**src/rtl/instr_mem_loader_pkg.sv**
```systemverilog
// rtl/instr_mem_loader_pkg.sv - shared state encoding and constants for the instruction loader (INSTR_LOADER_CHECKSUM_EN adds CHK)
package instr_pkg;

  localparam int BYTES_PER_WORD = 2;

`ifdef INSTR_LOADER_CHECKSUM_EN
  typedef enum logic [2:0] {
    ST_IDLE  = 3'd0,
    ST_RX_HI = 3'd1,
    ST_RX_LO = 3'd2,
    ST_WRITE = 3'd3,
    ST_CHK   = 3'd4
  } state_e;
`else
  typedef enum logic [2:0] {
    ST_IDLE  = 3'd0,
    ST_RX_HI = 3'd1,
    ST_RX_LO = 3'd2,
    ST_WRITE = 3'd3
  } state_e;
`endif

endpackage

```
**src/rtl/instr_mem_loader_if.sv**
```systemverilog
// rtl/instr_mem_loader_if.sv - byte stream, CPU fetch address and instruction-memory port bundle
interface instr_mem_loader_if #(
  parameter int ADDR_W = 8,
  parameter int DATA_W = 16
);

  logic [7:0]        byte_in;
  logic              byte_valid;
  logic              byte_ready;
  logic [ADDR_W-1:0] pc;
  logic [ADDR_W-1:0] mem_addr;
  logic [DATA_W-1:0] mem_wdata;
  logic              mem_we;

  // Loader side: consumes the byte stream and the fetch address, drives the memory port
  modport master (
    input  byte_in, byte_valid, pc,
    output byte_ready, mem_addr, mem_wdata, mem_we
  );

  // Environment side: byte source, CPU and instruction memory
  modport slave (
    output byte_in, byte_valid, pc,
    input  byte_ready, mem_addr, mem_wdata, mem_we
  );

endinterface

```
**src/rtl/instr_mem_loader_byte_packer.sv**
```systemverilog
// rtl/instr_mem_loader_byte_packer.sv - assembles high/low program bytes into one instruction word
module byte_packer
  import instr_pkg::*;
#(
  parameter int DATA_W = 16
) (
  input  logic                             clk,
  input  logic                             rst_n,
  input  logic                             cap_hi_i,
  input  logic                             cap_lo_i,
  input  logic [DATA_W/BYTES_PER_WORD-1:0] byte_i,
  output logic [DATA_W-1:0]                word_o
);

  localparam int BYTE_W = DATA_W / BYTES_PER_WORD;

  logic [DATA_W-1:0] word_q, word_d;

  // Steer the accepted byte into the upper or lower half of the word
  always_comb begin
    word_d = word_q;
    if (cap_hi_i) word_d[DATA_W-1 -: BYTE_W] = byte_i;
    if (cap_lo_i) word_d[BYTE_W-1:0]         = byte_i;
  end

  // Word register, cleared by reset
  always_ff @(posedge clk or negedge rst_n) begin
    if (!rst_n) word_q <= '0;
    else        word_q <= word_d;
  end

  assign word_o = word_q;

endmodule

```
**src/rtl/instr_mem_loader.sv**
```systemverilog
// rtl/instr_mem_loader.sv - loads a byte-streamed program into instruction memory while stalling the CPU (INSTR_LOADER_CHECKSUM_EN adds XOR checksum)
module instr_mem_loader
  import instr_pkg::*;
#(
  parameter int ADDR_W = 8,
  parameter int DATA_W = 16
) (
  input  logic                  clk,
  input  logic                  rst_n,
  input  logic                  start_load,
  input  logic [ADDR_W:0]       load_count,
  input  logic                  abort,
  instr_mem_loader_if.master    bus,
  output logic                  cpu_stall,
  output logic                  busy,
  output logic                  load_done,
  output logic                  load_err
);

  localparam logic [ADDR_W:0] MAX_WORDS = (ADDR_W+1)'(1) << ADDR_W;

  state_e            state_q, state_d;
  logic [ADDR_W-1:0] addr_q, addr_d;
  logic [ADDR_W:0]   count_q, count_d;
  logic [ADDR_W:0]   words_q, words_d;
  logic [ADDR_W:0]   words_inc;
  logic              done_q, done_d;
  logic              err_q, err_d;
  logic              cap_hi, cap_lo;
  logic              ready_c, we_c;
  logic              count_ok;
  logic              start_acc;
`ifdef INSTR_LOADER_CHECKSUM_EN
  logic [7:0]        xor_q, xor_d;
`endif

  assign count_ok  = (load_count != '0) && (load_count <= MAX_WORDS);
  assign start_acc = (state_q == ST_IDLE) && start_load && count_ok;
  assign words_inc = words_q + 1'b1;

  // Next-state, counter and handshake decode; abort overrides any transfer or write
  always_comb begin
    state_d = state_q;
    addr_d  = addr_q;
    count_d = count_q;
    words_d = words_q;
    done_d  = 1'b0;
    err_d   = 1'b0;
    cap_hi  = 1'b0;
    cap_lo  = 1'b0;
    ready_c = 1'b0;
    we_c    = 1'b0;
    if ((state_q != ST_IDLE) && abort) begin
      state_d = ST_IDLE;
    end else begin
      case (state_q)
        ST_IDLE: begin
          if (start_load) begin
            if (count_ok) begin
              count_d = load_count;
              addr_d  = '0;
              words_d = '0;
              state_d = ST_RX_HI;
            end else begin
              err_d = 1'b1;
            end
          end
        end
        ST_RX_HI: begin
          ready_c = 1'b1;
          if (bus.byte_valid) begin
            cap_hi  = 1'b1;
            state_d = ST_RX_LO;
          end
        end
        ST_RX_LO: begin
          ready_c = 1'b1;
          if (bus.byte_valid) begin
            cap_lo  = 1'b1;
            state_d = ST_WRITE;
          end
        end
        ST_WRITE: begin
          we_c    = 1'b1;
          words_d = words_inc;
          if (words_inc == count_q) begin
            // Address holds on the last write so a full-depth load never wraps
`ifdef INSTR_LOADER_CHECKSUM_EN
            state_d = ST_CHK;
`else
            done_d  = 1'b1;
            state_d = ST_IDLE;
`endif
          end else begin
            addr_d  = addr_q + 1'b1;
            state_d = ST_RX_HI;
          end
        end
`ifdef INSTR_LOADER_CHECKSUM_EN
        ST_CHK: begin
          ready_c = 1'b1;
          if (bus.byte_valid) begin
            if (bus.byte_in == xor_q) done_d = 1'b1;
            else                      err_d  = 1'b1;
            state_d = ST_IDLE;
          end
        end
`endif
        default: state_d = ST_IDLE;
      endcase
    end
  end

  // FSM, counters and status pulse registers
  always_ff @(posedge clk or negedge rst_n) begin
    if (!rst_n) begin
      state_q <= ST_IDLE;
      addr_q  <= '0;
      count_q <= '0;
      words_q <= '0;
      done_q  <= 1'b0;
      err_q   <= 1'b0;
    end else begin
      state_q <= state_d;
      addr_q  <= addr_d;
      count_q <= count_d;
      words_q <= words_d;
      done_q  <= done_d;
      err_q   <= err_d;
    end
  end

`ifdef INSTR_LOADER_CHECKSUM_EN
  // Running XOR of every accepted data byte, restarted with each load
  always_comb begin
    xor_d = xor_q;
    if (start_acc)            xor_d = '0;
    else if (cap_hi | cap_lo) xor_d = xor_q ^ bus.byte_in;
  end

  // Checksum accumulator register
  always_ff @(posedge clk or negedge rst_n) begin
    if (!rst_n) xor_q <= '0;
    else        xor_q <= xor_d;
  end
`else
  logic unused_start_acc;
  assign unused_start_acc = start_acc;
`endif

  byte_packer #(.DATA_W(DATA_W)) u_byte_packer (
    .clk      (clk),
    .rst_n    (rst_n),
    .cap_hi_i (cap_hi),
    .cap_lo_i (cap_lo),
    .byte_i   (bus.byte_in),
    .word_o   (bus.mem_wdata)
  );

  assign busy           = (state_q != ST_IDLE);
  assign cpu_stall      = busy;
  assign load_done      = done_q;
  assign load_err       = err_q;
  assign bus.byte_ready = ready_c;
  assign bus.mem_we     = we_c;
  assign bus.mem_addr   = busy ? addr_q : bus.pc;

endmodule
```
**src/flat_wrapper.sv**
```systemverilog
// flat-port wrapper written by rule: the top's interface ports become plain ports
module instr_mem_loader_flat import instr_pkg::*;
#(
  parameter int ADDR_W = 8,
  parameter int DATA_W = 16
)
  (clk, rst_n, start_load, load_count, abort, cpu_stall, busy, load_done, load_err, bus_byte_in, bus_byte_valid, bus_pc, bus_byte_ready, bus_mem_addr, bus_mem_wdata, bus_mem_we);
  instr_mem_loader_if #(.ADDR_W(ADDR_W), .DATA_W(DATA_W)) bus_i ();
  input  logic clk;
  input  logic rst_n;
  input  logic start_load;
  input  logic [ADDR_W:0] load_count;
  input  logic abort;
  output logic cpu_stall;
  output logic busy;
  output logic load_done;
  output logic load_err;
  input wire logic [$bits(bus_i.byte_in)-1:0] bus_byte_in;
  input wire logic [$bits(bus_i.byte_valid)-1:0] bus_byte_valid;
  input wire logic [$bits(bus_i.pc)-1:0] bus_pc;
  output wire logic [$bits(bus_i.byte_ready)-1:0] bus_byte_ready;
  output wire logic [$bits(bus_i.mem_addr)-1:0] bus_mem_addr;
  output wire logic [$bits(bus_i.mem_wdata)-1:0] bus_mem_wdata;
  output wire logic [$bits(bus_i.mem_we)-1:0] bus_mem_we;
  assign bus_i.byte_in = bus_byte_in;
  assign bus_i.byte_valid = bus_byte_valid;
  assign bus_i.pc = bus_pc;
  assign bus_byte_ready = bus_i.byte_ready;
  assign bus_mem_addr = bus_i.mem_addr;
  assign bus_mem_wdata = bus_i.mem_wdata;
  assign bus_mem_we = bus_i.mem_we;
  instr_mem_loader #(.ADDR_W(ADDR_W), .DATA_W(DATA_W)) u_core (.clk(clk), .rst_n(rst_n), .start_load(start_load), .load_count(load_count), .abort(abort), .bus(bus_i), .cpu_stall(cpu_stall), .busy(busy), .load_done(load_done), .load_err(load_err));
endmodule
```
**config.mk**
```make
export PLATFORM = sky130hd
export DESIGN_NAME = instr_mem_loader_flat
export DESIGN_NICKNAME = d
export VERILOG_FILES = /design/src/rtl/instr_mem_loader_pkg.sv /design/src/rtl/instr_mem_loader_if.sv /design/src/rtl/instr_mem_loader_byte_packer.sv /design/src/rtl/instr_mem_loader.sv /design/src/flat_wrapper.sv
export SDC_FILE = /design/constraint.sdc
export NUM_CORES = 1
export LEC_CHECK = 0
export BUFFER_PORTS_ARGS = -buffer_cell sky130_fd_sc_hd__clkbuf_2
export CORE_UTILIZATION = 45
export CTS_BUF_LIST = sky130_fd_sc_hd__clkbuf_8
export DETAILED_ROUTE_END_ITERATION = 6
export PLACE_DENSITY = 0.65
export SYNTH_ARGS = -nofsm -noshare
export SYNTH_HDL_FRONTEND = slang
export SYNTH_HIERARCHICAL = 1
export SYNTH_SLANG_ARGS = --single-unit
```
**constraint.sdc**
```tcl
create_clock -name clk -period 4.3 [get_ports clk]
set_input_delay 0.215 -clock clk [delete_from_list [all_inputs] [get_ports clk]]
set_output_delay 0.215 -clock clk [all_outputs]
set_load 0.05 [all_outputs]
```
# [Word level (Yosys, flattened, before mapping)]
# Index checks and enable logic that the tools add are counted.
[word_totals] regBits=47 output_inout_bits=30 in_bits=30 elab_cells=65
[op_classes] n_bitwise=1 n_mux=31 reduce_logical=11 addsub=2 n_eq_ne=11 n_lt_le_gt_ge=1
[op_table] operator="$mux 8" count=4
[op_table] operator="$mux 9" count=2
[op_table] operator="$pmux 9 s2" count=1
[op_table] operator="$mux 1" count=17
[op_table] operator="$pmux 8 s2" count=1
[op_table] operator="$mux 3" count=5
[op_table] operator="$pmux 3 s4" count=1
[op_table] operator="$reduce_and 4->1" count=3
[op_table] operator="$add 9x1->9 const B" count=1
[op_table] operator="$eq 9x9->1" count=1
[op_table] operator="$le 9x9->1 const B" count=1
[op_table] operator="$ne 3x2->1 const B" count=3
[op_table] operator="$reduce_bool 9->1" count=1
[op_table] operator="$add 8x1->8 const B" count=1
[op_table] operator="$eq 3x2->1 const B" count=2
[op_table] operator="$reduce_and 5->1" count=1
[op_table] operator="$ne 2x2->1 const B" count=2
[op_table] operator="$eq 3x1->1 const B" count=1
[op_table] operator="$logic_not 3->1" count=1
[op_table] operator="$ne 3x3->1 const B" count=1
[op_table] operator="$reduce_bool 3->1" count=1
[op_table] operator="$logic_and 1x1->1" count=2
[op_table] operator="$ne 2x1->1 const B" count=1
[op_table] operator="$reduce_bool 2->1" count=1
[op_table] operator="2 further kinds" count=2

# [Depth between registers and ports, before layout]
# Gate-level depths: netlist of the first run.
[logic_depth] depth_word=6 mapped_depth=9 ltp_nobuf=8

# [By module]
# Netlist of the first run, hierarchy kept.
[modules_own_cells] mod="instr_mem_loader" area_per_inst_um2=2029.4 seq_area_each_um2=750.7 cells_per_inst=215 n_inst=1
[modules_own_cells] mod="byte_packer" area_per_inst_um2=663.1 seq_area_each_um2=400.4 cells_per_inst=34 n_inst=1

# [Worst setup path after synthesis of the first run]
# OpenSTA, ideal clock, no wires.
[synth_path] path_kind="register to register" startpoint="reg u_core.words_q[0]" endpoint="reg u_core.addr_q[7]" required_ns=4.174 setup_time_ns=0.126 slack_ns=1.901 n_path_buf=1 synth_period_minus_slack_ns=2.399 stages_incl_launch_ff=10 arrival_time_ns=2.272 path_cell_list="dfrtp_1 ha_1 buf_4 nand2_1 or3_4 xnor2_1 nand3_2 nor4_4 nor3_2 a221o_1"
[synth_via] elab_chain_len=4
[synth_rtl] element="start: declaration" line_no="instr_mem_loader.sv:25" source="logic [ADDR_W:0] words_q, words_d;"
[synth_rtl] element="start signal: assignment" line_no="instr_mem_loader.sv:127" source="words_q <= words_d;"
[synth_rtl] element="$add 9x1->9" line_no="instr_mem_loader.sv:39" source="assign words_inc = words_q + 1'b1;"
[synth_rtl] element="$eq 9x9->1" line_no="instr_mem_loader.sv:86" source="if (words_inc == count_q) begin"
[synth_rtl] element="$ne 2x2->1 (no source line)"
[synth_rtl] element="$reduce_and 5->1 (no source line)"
[synth_rtl] element="end signal: assignment" line_no="instr_mem_loader.sv:125" source="addr_q <= addr_d;"
[synth_rtl] element="end: declaration" line_no="instr_mem_loader.sv:23" source="logic [ADDR_W-1:0] addr_q, addr_d;"
# Every way passes these cells.
# A chain may end at the register's enable or synchronous reset.

# [Worst setup path in the final report of the first run]
[layout_path] startpoint="reg u_core.state_q[0]" endpoint="reg u_core.words_q[5]"
[layout_via] elab_chain_len=4 elab_cells_between_ends=10 classes_between="eq/ne (3); mux (1); bitwise (1); reduce/logical (5)"
[layout_rtl] element="start: declaration" line_no="instr_mem_loader.sv:22" source="state_e state_q, state_d;"
[layout_rtl] element="start signal: assignment" line_no="instr_mem_loader.sv:124" source="state_q <= state_d;"
[layout_rtl] element="parallel branches: the longest is 4 deep, another holds $reduce_and 4->1"
# Parallel ways; which one is timed is not known.

==> run metrics, run 1 <==
status=finished, violations left; failing checks=hold timing; # rows=27; CTS H-tree lvls=2; cell family with most CP delay=simple AND/OR/NAND/NOR gates; worst hold path type=in -> async; cell with the most instances after synthesis=dfrtp_1; max_slew headroom=0.386; synth warn=6; Worst path depth=8; Synth area leaders=dfrtp_1 43%, mux2_4 8.9%, mux2_2 7.1%, nand2_1 3.8%, ha_1 2.8%; max-slew violation count=0; Sw Ratio=0.491; DRT antenna net count=0; Congestion Overflow GR=0; chip height=a little under 80 um; grt peak-use layer=met2; Post-synth top cells=46 x dfrtp_1, 27 x nand2_1, 17 x mux2_2; Bufs and invs on worst path=2; EDFF count, synth=0; number of diodes=0; RSZ-0062 raised after global routing=no; RR Endpoint=u_core/words_q[5]; # hold bufs at CTS=0; post-synth top area cell=dfrtp_1; DP Wirelength=between 4000 and 5000 um; NumNets Final=340; share of the yosys chip area belonging to registers=0.428; clock-pin transition on the worst setup and hold timing paths=~0.090 ns; Setup-failing EPs final=0; total power=approximately 2.2 mW; Flop pwr share=0.311; PortBufs=a little under 60; Post-CTS Resized=0; Cells after Synth=~250; die area=6300 um2; met2 Track Usage GR=0.350; FFs w/ async S/R, synth=1.00; Req. time, crit path=roughly 4.5 ns; R2R setup slack=around 1.2 ns; I/O pins=60; hold_ws=-0.00848 ns; Fin Setup TNS=0 ns; CP startpoint kind=register; CP startpoint=u_core/state_q[0]; pin count of the biggest net entering global routing=47; clk_lat worst skew=around 0.30 ns; layout overhead on the synthesized area=15.6%; cts bufs inserted=5; global-route wire length before repair=~9900 um; Clock Tree Root=clkbuf_8; PD cells=around 700 nW/um2; overall routed net length=about 5800 um; CP arrival=around 3.3 ns; layout cell share with drive strength beyond 1=0.380; worst-margin pin slew=0.921 ns; Psw=about 1.1 mW; Max rail drop VDD=between 0.0003 and 0.0004 V; FF-to-FF Start=u_core/state_q[0]; CP Cell Sequence=inv_1, ha_1, buf_4, nand4b_1, a21oi_1, nand2_1, or3_1, o21ai_0; Post-route DRC=0; clk sinks=46; clock buffer depth=2; Fin Clk Skew=roughly 0.0067 ns; drt first-iter violations=roughly 160; Worst Setup End Kind=register; Crit-path slowest cell=a21oi_1; Seq cells post-synth=between 40 and 50; WL/cell=15.4 um; vias per cell=approximately 5.5; chip width=between 70 and 80 um; Comb pwr share=0.562; starting density of the core=0.477; CORE AREA=about 5600 um2; Post-Syn Area per Cell=around 11 um2; initial antenna violation count=0; Max Clock Freq=around 330 MHz; number of global-route vias before repair=between 2000 and 2500; Clock Power Share=0.127; Post-Synthesis Net Count=~290; met3 GRT Util=0.0299; placer congestion estimate=roughly 0.78; # Max-Cap Violations=0; synthesized area=~2700 um2; Worst Setup EP=u_core/words_q[5]; CP Max Fanout=13; CTS tree=yes; P_int=about 1.1 mW; DR pass1 iterations=4; CP Class=reg -> reg; Final Hold Vio Count=7; post-route minimum period=3.07 ns; Worst R2R Path Depth=8; GR Util met1=0.255; post-synthesis cell type count=55; peak per-stage delay on the critical path=~0.71 ns; Yosys top cell area share=0.428; fin crit share=0.713; Vias=2085; dominant synthesized flop cell=dfrtp_1; P_leak=1.40 nW; Setup Buffers After CTS=0; Total Routing Usage GR=0.203
## power groups by stage
stage	clock network [mW]	logic, mW	registers (mW)
finish	0.277	1.23	0.678
global placement	0	1.23	0.680
global route	0.309	1.31	0.697
floorplan	0	0.717	0.940
detailed placement	0	1.23	0.689
CTS	0.286	1.23	0.681
## cells in the final DEF, fill, tap and decap left out, drive strengths merged, types with 2 or more instances in the layout
cell type,count
mux2,33
buf,2
or2,5
o31ai,6
and3,3
xnor2,7
inv,5
clkbuf,65
nand4b,2
ha,6
or4,2
o211ai,6
o21ai,11
nand3,17
or3,3
a21o,2
nand2,27
nand4,2
o221ai,2
nand3b,2
and2,6
dfrtp,46
a21oi,7
nand2b,7
or4b,3
nor4,5
nor2,6
xor2,2
nor2b,2
## layout make-up
class	count	area, um2
clock buffers	6	82.6
clock inverters	2	12.5
fillers	518	2530
inverters	5	18.8
multi-input cells	185	1450
flip-flops and latches	46	1150
well taps	72	90.1
repair buffers	61	310
## how the worst min path moves through the flow
stage	to	startpoint	depth (start not counted)
global route	u_core/words_q[2]	rst_n	2
CTS	u_core/words_q[2]	rst_n	2
global placement	u_core/count_q[3]	rst_n	2
floorplan	u_core/addr_q[0]	rst_n	0
finish	u_core/words_q[5]	rst_n	2
detailed placement	u_core/count_q[3]	rst_n	2
## per-stage QoR
step                      std cells  hold WS [ns]   util  area (um2)  worst slack [ns]
after global placement          369         0.342  0.535        3020              1.20
after detailed placement        369         0.347  0.535        3020              1.20
after CTS                       377        0.0243  0.552        3110              1.25
after floorplan                 249       -0.0806      -        2690              1.90
after global routing            377        0.0539  0.552        3110              1.03
final                           377      -0.00848  0.552        3110              1.23
## worst reg2reg max path: cells and delay by family, from the launching register on
kind | cells | cell delay (ns)
flip-flops | 1 | 0.42
AO/OA/AOI/OAI | 2 | 0.80
buffers and inverters | 2 | 0.32
adder cells (fa/ha/maj) | 1 | 0.15
AND/OR/NAND/NOR | 3 | 1.29
## registers in the layout (all words and copies together) (netlist names)
signal	cells
u_core/addr_q	8
u_core/load_err	1
u_core/state_q	2
u_core/words_q	9
u_core/count_q	9
u_core/u_byte_packer/word_o	16
u_core/load_done	1
## layer usage
layer / vias to the layer above / wire length (um)
li1: 1010 / -
met1: 1015 / 2550
met2: 55 / 2970
met3: 5 / 223
met4: 0 / 63
met5: - / 0
## kinds of logic after synthesis
| family | count (synthesis) | share of synthesized area |
|---|---|---|
| mux | 33 | 0.160 |
| buf+inv | 18 | 0.0353 |
| fa+ha+maj | 6 | 0.0279 |
| xor+xnor | 9 | 0.0293 |
| flops | 46 | 0.428 |
| simple gates | 96 | 0.214 |
| compound gates | 41 | 0.106 |
(Power assumes the default switching activity.)
==> inputs of run 2 (changes only) <==
--- a/config.mk
+++ b/config.mk
@@ -5,11 +5,12 @@
 export SDC_FILE = /design/constraint.sdc
 export NUM_CORES = 1
 export LEC_CHECK = 0
+export ABC_AREA = 1
 export BUFFER_PORTS_ARGS = -buffer_cell sky130_fd_sc_hd__clkbuf_2
 export CORE_UTILIZATION = 45
 export CTS_BUF_LIST = sky130_fd_sc_hd__clkbuf_8
 export DETAILED_ROUTE_END_ITERATION = 6
-export PLACE_DENSITY = 0.65
+export PLACE_DENSITY = 0.66
 export SYNTH_ARGS = -nofsm -noshare
 export SYNTH_HDL_FRONTEND = slang
 export SYNTH_HIERARCHICAL = 1
==> constraint.sdc (replaced) <==
create_clock -name clk -period 3.14 [get_ports clk]
set_input_delay 0.157 -clock clk [delete_from_list [all_inputs] [get_ports clk]]
set_output_delay 0.157 -clock clk [all_outputs]
set_load 0.05 [all_outputs]
==> run 2 against run 1 <==
Net effect: the flow now finishes without violations; flip-flop and latch count stayed put; hold slack improved by 0.079 ns; utilization about the same; critical path type unchanged.
==> run metrics, run 2 <==
Post-Synthesis Net Count=387 (+36%); number of diodes=0 (unchanged); max-slew violation count=0 (unchanged); Crit-path slowest cell=a21boi_4; clock buffer depth=2 (unchanged); initial antenna violation count=0 (unchanged); CP Class=reg -> reg; DP Wirelength=4330 um (+2.4%); worst-margin pin slew=0.862 ns (-0.0586 ns); Psw=1.51 mW (+41%); Fin Setup TNS=0 ns (unchanged); Post-CTS Resized=0 (unchanged); die area=6110 um2 (-3.0%); Yosys top cell area share=0.441 (+0.0135); Post-synth top cells=134 x nand2_1, 46 x dfrtp_1, 46 x inv_1; FFs w/ async S/R, synth=1.00 (unchanged); vias per cell=4.87 (-12%); CP startpoint=u_core/state_q[0]; PD cells=948 nW/um2 (+35%); FF-to-FF Start=u_core/state_q[0]; Max rail drop VDD=0.000580 V (+50%); RR Endpoint=u_core/addr_q[0]; peak per-stage delay on the critical path=0.52 ns (-0.19 ns); clock-pin transition on the worst setup and hold timing paths=0.09 ns (about the same); Setup Buffers After CTS=0 (unchanged); cts bufs inserted=5 (unchanged); Bufs and invs on worst path=3 (+1); final setup margin=0.900 ns (-0.334 ns); CP Cell Sequence=inv_1, ha_1, inv_2, nand2_1, inv_2, nor2_1, a21boi_4, nand2_1, nand3_1, nand2_1; cell with the most instances after synthesis=nand2_1; Setup WS pre-CTS=0.944 ns (-0.260 ns); DP Area=2940 um2 (-2.7%); EDFF count, synth=0 (unchanged); layout overhead on the synthesized area=17.2%; Comb pwr share=0.531 (-0.031); chip height=78.2 um (-1.5%); # rows=27 (unchanged); Clock Tree Root=clkbuf_8; max_slew headroom=0.425 (+0.0391); CORE AREA=5540 um2 (-1.8%); post-synth top area cell=dfrtp_1; Worst path depth=10 (+2); Vias=2356 (+13%); Congestion Overflow GR=0 (unchanged); simple logic cell fraction of the synthesized area=0.331 (+0.118); chip width=78.2 um (-1.5%); Cells after Synth=351 (+41%); Crit path top cell by count=nand2_1; dominant synthesized flop cell=dfrtp_1; DR pass1 iterations=4 (unchanged); Worst Setup EP=u_core/addr_q[0]; compound-gate portion of the synthesized area=0.0690 (-0.0369); overall routed net length=5830 um (+0.45%); synth warn=6 (unchanged); P_int=1.39 mW (+25%); largest family of logic cells by synthesized area=simple AND/OR/NAND/NOR gates; Worst R2R Path Depth=10 (+2); Hold Path Stages=3; worst hold path type=in -> reg; starting density of the core=0.471 (-0.00617); max reg flops=16 (unchanged); placer congestion estimate=0.832 (+6.8%); CTS H-tree lvls=2 (unchanged); fin crit share=0.713 (about the same); Synth Area in Adders=0.0288 (+0.000882); xor-xnor portion of the synthesized cell area=0.0235 (-0.00579); Total Routing Usage GR=0.203 (+0.000897); clk_lat worst skew=0.30 ns (about the same); DRT antenna net count=0 (unchanged); NumNets Final=447 (+31%); RSZ-0062 raised after global routing=no; Max Clock Freq=446 MHz (+37%); hold_ws=0.0701 ns (+0.0786 ns); Worst Setup End Kind=register; Synth area leaders=dfrtp_1 44%, nand2_1 19%, inv_1 6.6%, nand3_1 5.0%, nand4_1 3.6%; mux cell area share after synthesis=0 (-0.160); drt first-iter violations=113 (-28%); R2R setup slack=0.90 ns (-0.33 ns); Clock Power Share=0.155 (+0.028); Setup-failing EPs final=0 (unchanged); Final Hold Vio Count=0 (-7); cell family with most CP delay=simple AND/OR/NAND/NOR gates; CP startpoint kind=register; WL met1=2870 um (+13%); clk sinks=46 (unchanged); post-synthesis cell type count=27 (-51%); Layout fillers=555 (+7.1%); most frequent cells in the layout=134 x nand2_1, 59 x clkbuf_2, 46 x inv_1, 46 x dfrtp_1, 26 x nand3_1; Req. time, crit path=3.33 ns (-1.18 ns); # hold bufs at CTS=1 (+1); CP Max Fanout=19 (+6); share of the yosys chip area belonging to registers=0.441 (+0.0135); number of global-route vias before repair=2163 (+5.9%); synthesized area=2610 um2 (-3.1%); pin count of the biggest net entering global routing=35 (-26%); Sw Ratio=0.521 (+0.0297); met3 routed WL=312 um (+40%); Post-route DRC=0 (unchanged); fin area=3060 um2 (-1.7%); P_leak=1.70 nW (+22%); CTS tree=yes; layout cell share with drive strength beyond 1=0.206 (-0.174); met2 routed WL=2610 um (-12%); commonest non-fill, non-tap cell in the layout=nand2_1; Fin Clk Skew=0.00992 ns (+0.00318 ns); WL/cell=12.1 um (-22%); post-route minimum period=2.24 ns (-0.826 ns); Seq cells post-synth=46 (unchanged); global-route wire length before repair=9890 um (+0.14%); Post-Syn Area per Cell=7.44 um2 (-31%); CP arrival=2.42 ns (-0.86 ns); PortBufs=59 (unchanged); Flop pwr share=0.314 (+0.003); I/O pins=60 (unchanged); # Max-Cap Violations=0 (unchanged); status=complete, no violations; Top Metal Used=met4
==> run 2: changes by cell type in the layout (fill, tap and decap cells not counted), moves of 6 or more <==
| cell | previous run | this run |
|---|---|---|
| xnor2_1 | 7 | 1 |
| nor2_1 | 6 | 12 |
| nand3_1 | 15 | 26 |
| and2_1 | 6 | 0 |
| nand2_1 | 27 | 134 |
| nand4_1 | 2 | 15 |
| mux2_4 | 16 | 0 |
| inv_1 | 4 | 46 |
| o22ai_1 | 0 | 7 |
| mux2_2 | 17 | 0 |
| o21ai_0 | 9 | 15 |
| nand2b_1 | 7 | 0 |
==> run 2: through the flow <==
step / utilization / std cells / power [mW]
after floorplan: - / 351 / 2.12
after global placement: 0.530 / 475 / 2.42
after detailed placement: 0.530 / 475 / 2.45
after CTS: 0.552 / 484 / 2.91
after global routing: 0.552 / 484 / 3.09
final: 0.552 / 484 / 2.90
==> run 2: routing by layer <==
metal	vias up	GRT usage
met1	1066	0.294
met4	0	0.0519
met5	-	0
li1	1225	-
met3	4	0.0349
met2	61	0.315
==> run 2: how the worst min path moves through the flow <==
stage                               from                              end  slack, ns
after floorplan                    rst_n                 u_core/addr_q[0]      -0.14
after global placement             rst_n                u_core/count_q[0]       0.31
after detailed placement           rst_n                u_core/count_q[3]       0.31
after CTS                 bus_byte_in[4]  u_core/u_byte_packer/word_o[12]       0.06
after global routing      bus_byte_in[4]  u_core/u_byte_packer/word_o[12]       0.07
final                     bus_byte_in[4]  u_core/u_byte_packer/word_o[12]       0.07
==> run 2: area by class of cell <==
type                    count  area (um2)  share of cell area
clock inverters             3        43.8              0.0143
repair buffers             64         335               0.110
clock buffers               5        68.8              0.0225
well taps                  72        90.1              0.0295
inverters                  50         188              0.0614
flip-flops and latches     46        1150               0.376
multi-input cells         244        1180               0.386
==> run 2: worst register-to-register path, stage by stage, from the launching register on <==
cell	delay [ns]
dfrtp_1	0.42
inv_1	0.09
ha_1	0.18
inv_2	0.07
nand2_1	0.09
inv_2	0.08
nor2_1	0.10
a21boi_4	0.52
nand2_1	0.36
nand3_1	0.18
nand2_1	0.06
==> run 2: power groups by stage <==
stage               clock (mW)  combinational [mW]  sequential [mW]
global placement             0                1.51            0.911
CTS                      0.462                1.54            0.909
global route             0.482                1.68            0.935
finish                   0.450                1.54            0.910
detailed placement           0                1.53            0.919
floorplan                    0               0.893             1.22
==> run 2: cell families (layout without fill, tap and decap cells) <==
| group | after synthesis | count (layout) |
|---|---|---|
| AO/OA/AOI/OAI | 30 | 30 |
| XOR/XNOR | 7 | 7 |
| adder cells (fa/ha/maj) | 6 | 6 |
| buffers and inverters | 61 | 122 |
| flip-flops | 46 | 46 |
| AND/OR/NAND/NOR | 201 | 201 |
==> inputs of run 3 (changes only) <==
==> constraint.sdc (replaced) <==
create_clock -name clk -period 2.3 [get_ports clk]
set_input_delay 0.115 -clock clk [delete_from_list [all_inputs] [get_ports clk]]
set_output_delay 0.115 -clock clk [all_outputs]
set_load 0.05 [all_outputs]
==> run 3 against run 2 <==
Net effect: first-iteration DRC count increased by 24%; flip-flop and latch count is the same; non-clock buffer count grew 2; sequential power up 36%; routed wire length down 3.3%; clock power is 19% higher; register-to-register slack got worse by 0.67 ns; die area did not move; utilization increased by 0.18 points; final area increased by 0.33%; via count increased by 0.81%; hold slack worse by 0.034 ns; critical path type unchanged; largest cell class unchanged.
==> run metrics, run 3 (synthesized netlist as in run 2, its figures left out) <==
Sw Ratio=0.527 (+0.00611); Req. time, crit path=2.53 ns (-0.80 ns); Layout fillers=565 (+1.8%); clk_lat worst skew=0.29 ns (about the same); initial antenna violation count=0 (unchanged); commonest non-fill, non-tap cell in the layout=nand2_1; Clock Power Share=0.136 (-0.019); Crit path top cell by count=nand2_1; worst-margin pin slew=0.579 ns (-0.284 ns); placer congestion estimate=0.827 (-0.68%); DP Wirelength=4160 um (-4.0%); number of diodes=0 (unchanged); FF-to-FF Start=u_core/words_q[0]; most frequent cells in the layout=134 x nand2_1, 59 x clkbuf_2, 46 x inv_1, 45 x dfrtp_1, 26 x nand3_1; Flop pwr share=0.317 (+0.003); layout overhead on the synthesized area=17.5%; Fin Clk Skew=0.00402 ns (-0.00590 ns); status=complete, no violations; P_leak=1.70 nW (-0.10%); peak per-stage delay on the critical path=0.47 ns (-0.05 ns); RSZ-0062 raised after global routing=no; Worst R2R Path Depth=12 (+2); # Max-Cap Violations=0 (unchanged); post-route minimum period=2.07 ns (-0.167 ns); CTS tree=yes; DRT antenna net count=0 (unchanged); vias per cell=4.89 (+0.39%); Clock Tree Root=clkbuf_8; CP startpoint kind=register; worst hold path type=in -> reg; R2R setup slack=0.23 ns (-0.67 ns); cts bufs inserted=5 (unchanged); Crit-path slowest cell=dfrtp_2; total power=3.92 mW (+35%); CP Class=reg -> reg; PortBufs=59 (unchanged); Worst path depth=12 (+2); I/O pins=60 (unchanged); Worst Setup End Kind=register; fin area=3070 um2 (+0.33%); Bufs and invs on worst path=1 (-2); clock-pin transition on the worst setup and hold timing paths=0.09 ns (about the same); max-slew violation count=0 (unchanged); max_slew headroom=0.614 (+0.189); DR pass1 iterations=4 (unchanged); Congestion Overflow GR=0 (unchanged); overall routed net length=5640 um (-3.3%); layout cell share with drive strength beyond 1=0.213 (+0.00625); max reg flops=16 (unchanged); clk sinks=46 (unchanged); Max rail drop VDD=0.000711 V (+23%); CP arrival=2.31 ns (-0.11 ns); Hold Path Stages=3 (unchanged); PD cells=1280 nW/um2 (+35%); CORE AREA=5540 um2 (unchanged); Max Clock Freq=482 MHz (+8.1%); P_int=1.85 mW (+33%); CTS H-tree lvls=2 (unchanged); beginning of the worst hold path=bus_byte_in[4]; global-route wire length before repair=9830 um (-0.63%); RR Endpoint=u_core/addr_q[3]; Post-route DRC=0 (unchanged); CP Cell Sequence=ha_1, nand2_1, inv_1, nand2_1, nand2_1, nand2_1, nand3_1, nor2_1, nand3_4, nand2_2, nand3_1, nand2_1; Setup-failing EPs final=0 (unchanged); die area=6110 um2 (unchanged); cell family with most CP delay=simple AND/OR/NAND/NOR gates; Comb pwr share=0.547 (+0.016); fin crit share=0.901 (+0.188); WHS Endpoint=u_core/u_byte_packer/word_o[12]; starting density of the core=0.471 (unchanged); Final Hold Vio Count=0 (unchanged); WL/cell=11.6 um (-3.7%); placed insts=477 (+0.42%); # rows=27 (unchanged); Total Routing Usage GR=0.201 (-0.00291); chip width=78.2 um (unchanged); non-filler cells, final=486 (+0.41%); NumNets Final=449 (+0.45%); DP Area=2950 um2 (+0.51%); clock buffer depth=2 (unchanged); pin count of the biggest net entering global routing=47 (+34%); Vias=2375 (+0.81%); Psw=2.06 mW (+37%); number of global-route vias before repair=2253 (+4.2%); Fin Setup TNS=0 ns (unchanged); drt first-iter violations=140 (+24%); CP Max Fanout=11 (-8); chip height=78.2 um (unchanged)
-- run 3: timing repair --
item                       in CTS  in global routing
setup endpoints to repair       0                  8
hold endpoints to repair       46                  0
hold buffers                    1                  0
setup buffers                   0                  0
gates resized for setup         0                  2
-- run 3: worst max-delay path by stage --
stage	from	end	slack [ns]
6_report	u_core/words_q[0]	u_core/addr_q[3]	0.23
2_1_floorplan	u_core/state_q[0]	bus_mem_addr[5]	0.1
4_1_cts	u_core/words_q[0]	u_core/addr_q[3]	0.19
3_3_place_gp	u_core/words_q[0]	u_core/addr_q[4]	0.28
3_5_place_dp	u_core/words_q[0]	u_core/addr_q[0]	0.21
5_1_grt	u_core/words_q[0]	u_core/addr_q[7]	0.04
-- run 3: tightest hold or removal path, cell delays in order --
cell	delay, ns
clkbuf_2	0.09
nand2_1	0.05
nand2_1	0.05
-- run 3: power by group through the flow --
stage	combinational [mW]	clock, mW	sequential, mW
final	2.14	0.534	1.24
after global routing	2.34	0.593	1.27
after CTS	2.14	0.554	1.24
after detailed placement	2.13	0	1.25
after global placement	2.10	0	1.24
after floorplan	1.22	0	1.67
-- run 3: area by class of cell --
cell class	instances	area, um2	area share
clock buffer	6	82.6	0.0269
multi-input combinational	244	1190	0.387
inverter	50	188	0.0612
tap	72	90.1	0.0294
sequential	46	1150	0.376
timing repair buffer	66	350	0.114
clock inverter	2	16.3	0.00530
-- run 3: per-layer routing --
layer  vias up  GRT usage  routed length, um
li1       1232          -                  -
met1      1075      0.264               2720
met2        64      0.335               2590
met3         4     0.0430                286
met4         0     0.0500                 41
met5         -          0                  0
-- run 3: metrics by stage --
| step | setup WS [ns] | utilization | hold slack [ns] |
|---|---|---|---|
| 6_report | 0.227 | 0.554 | 0.0356 |
| 5_1_grt | 0.0413 | 0.554 | 0.0312 |
| 4_1_cts | 0.191 | 0.552 | 0.0251 |
| 3_5_place_dp | 0.211 | 0.533 | 0.240 |
| 3_3_place_gp | 0.284 | 0.533 | 0.242 |
| 2_1_floorplan | 0.0971 | - | -0.181 |
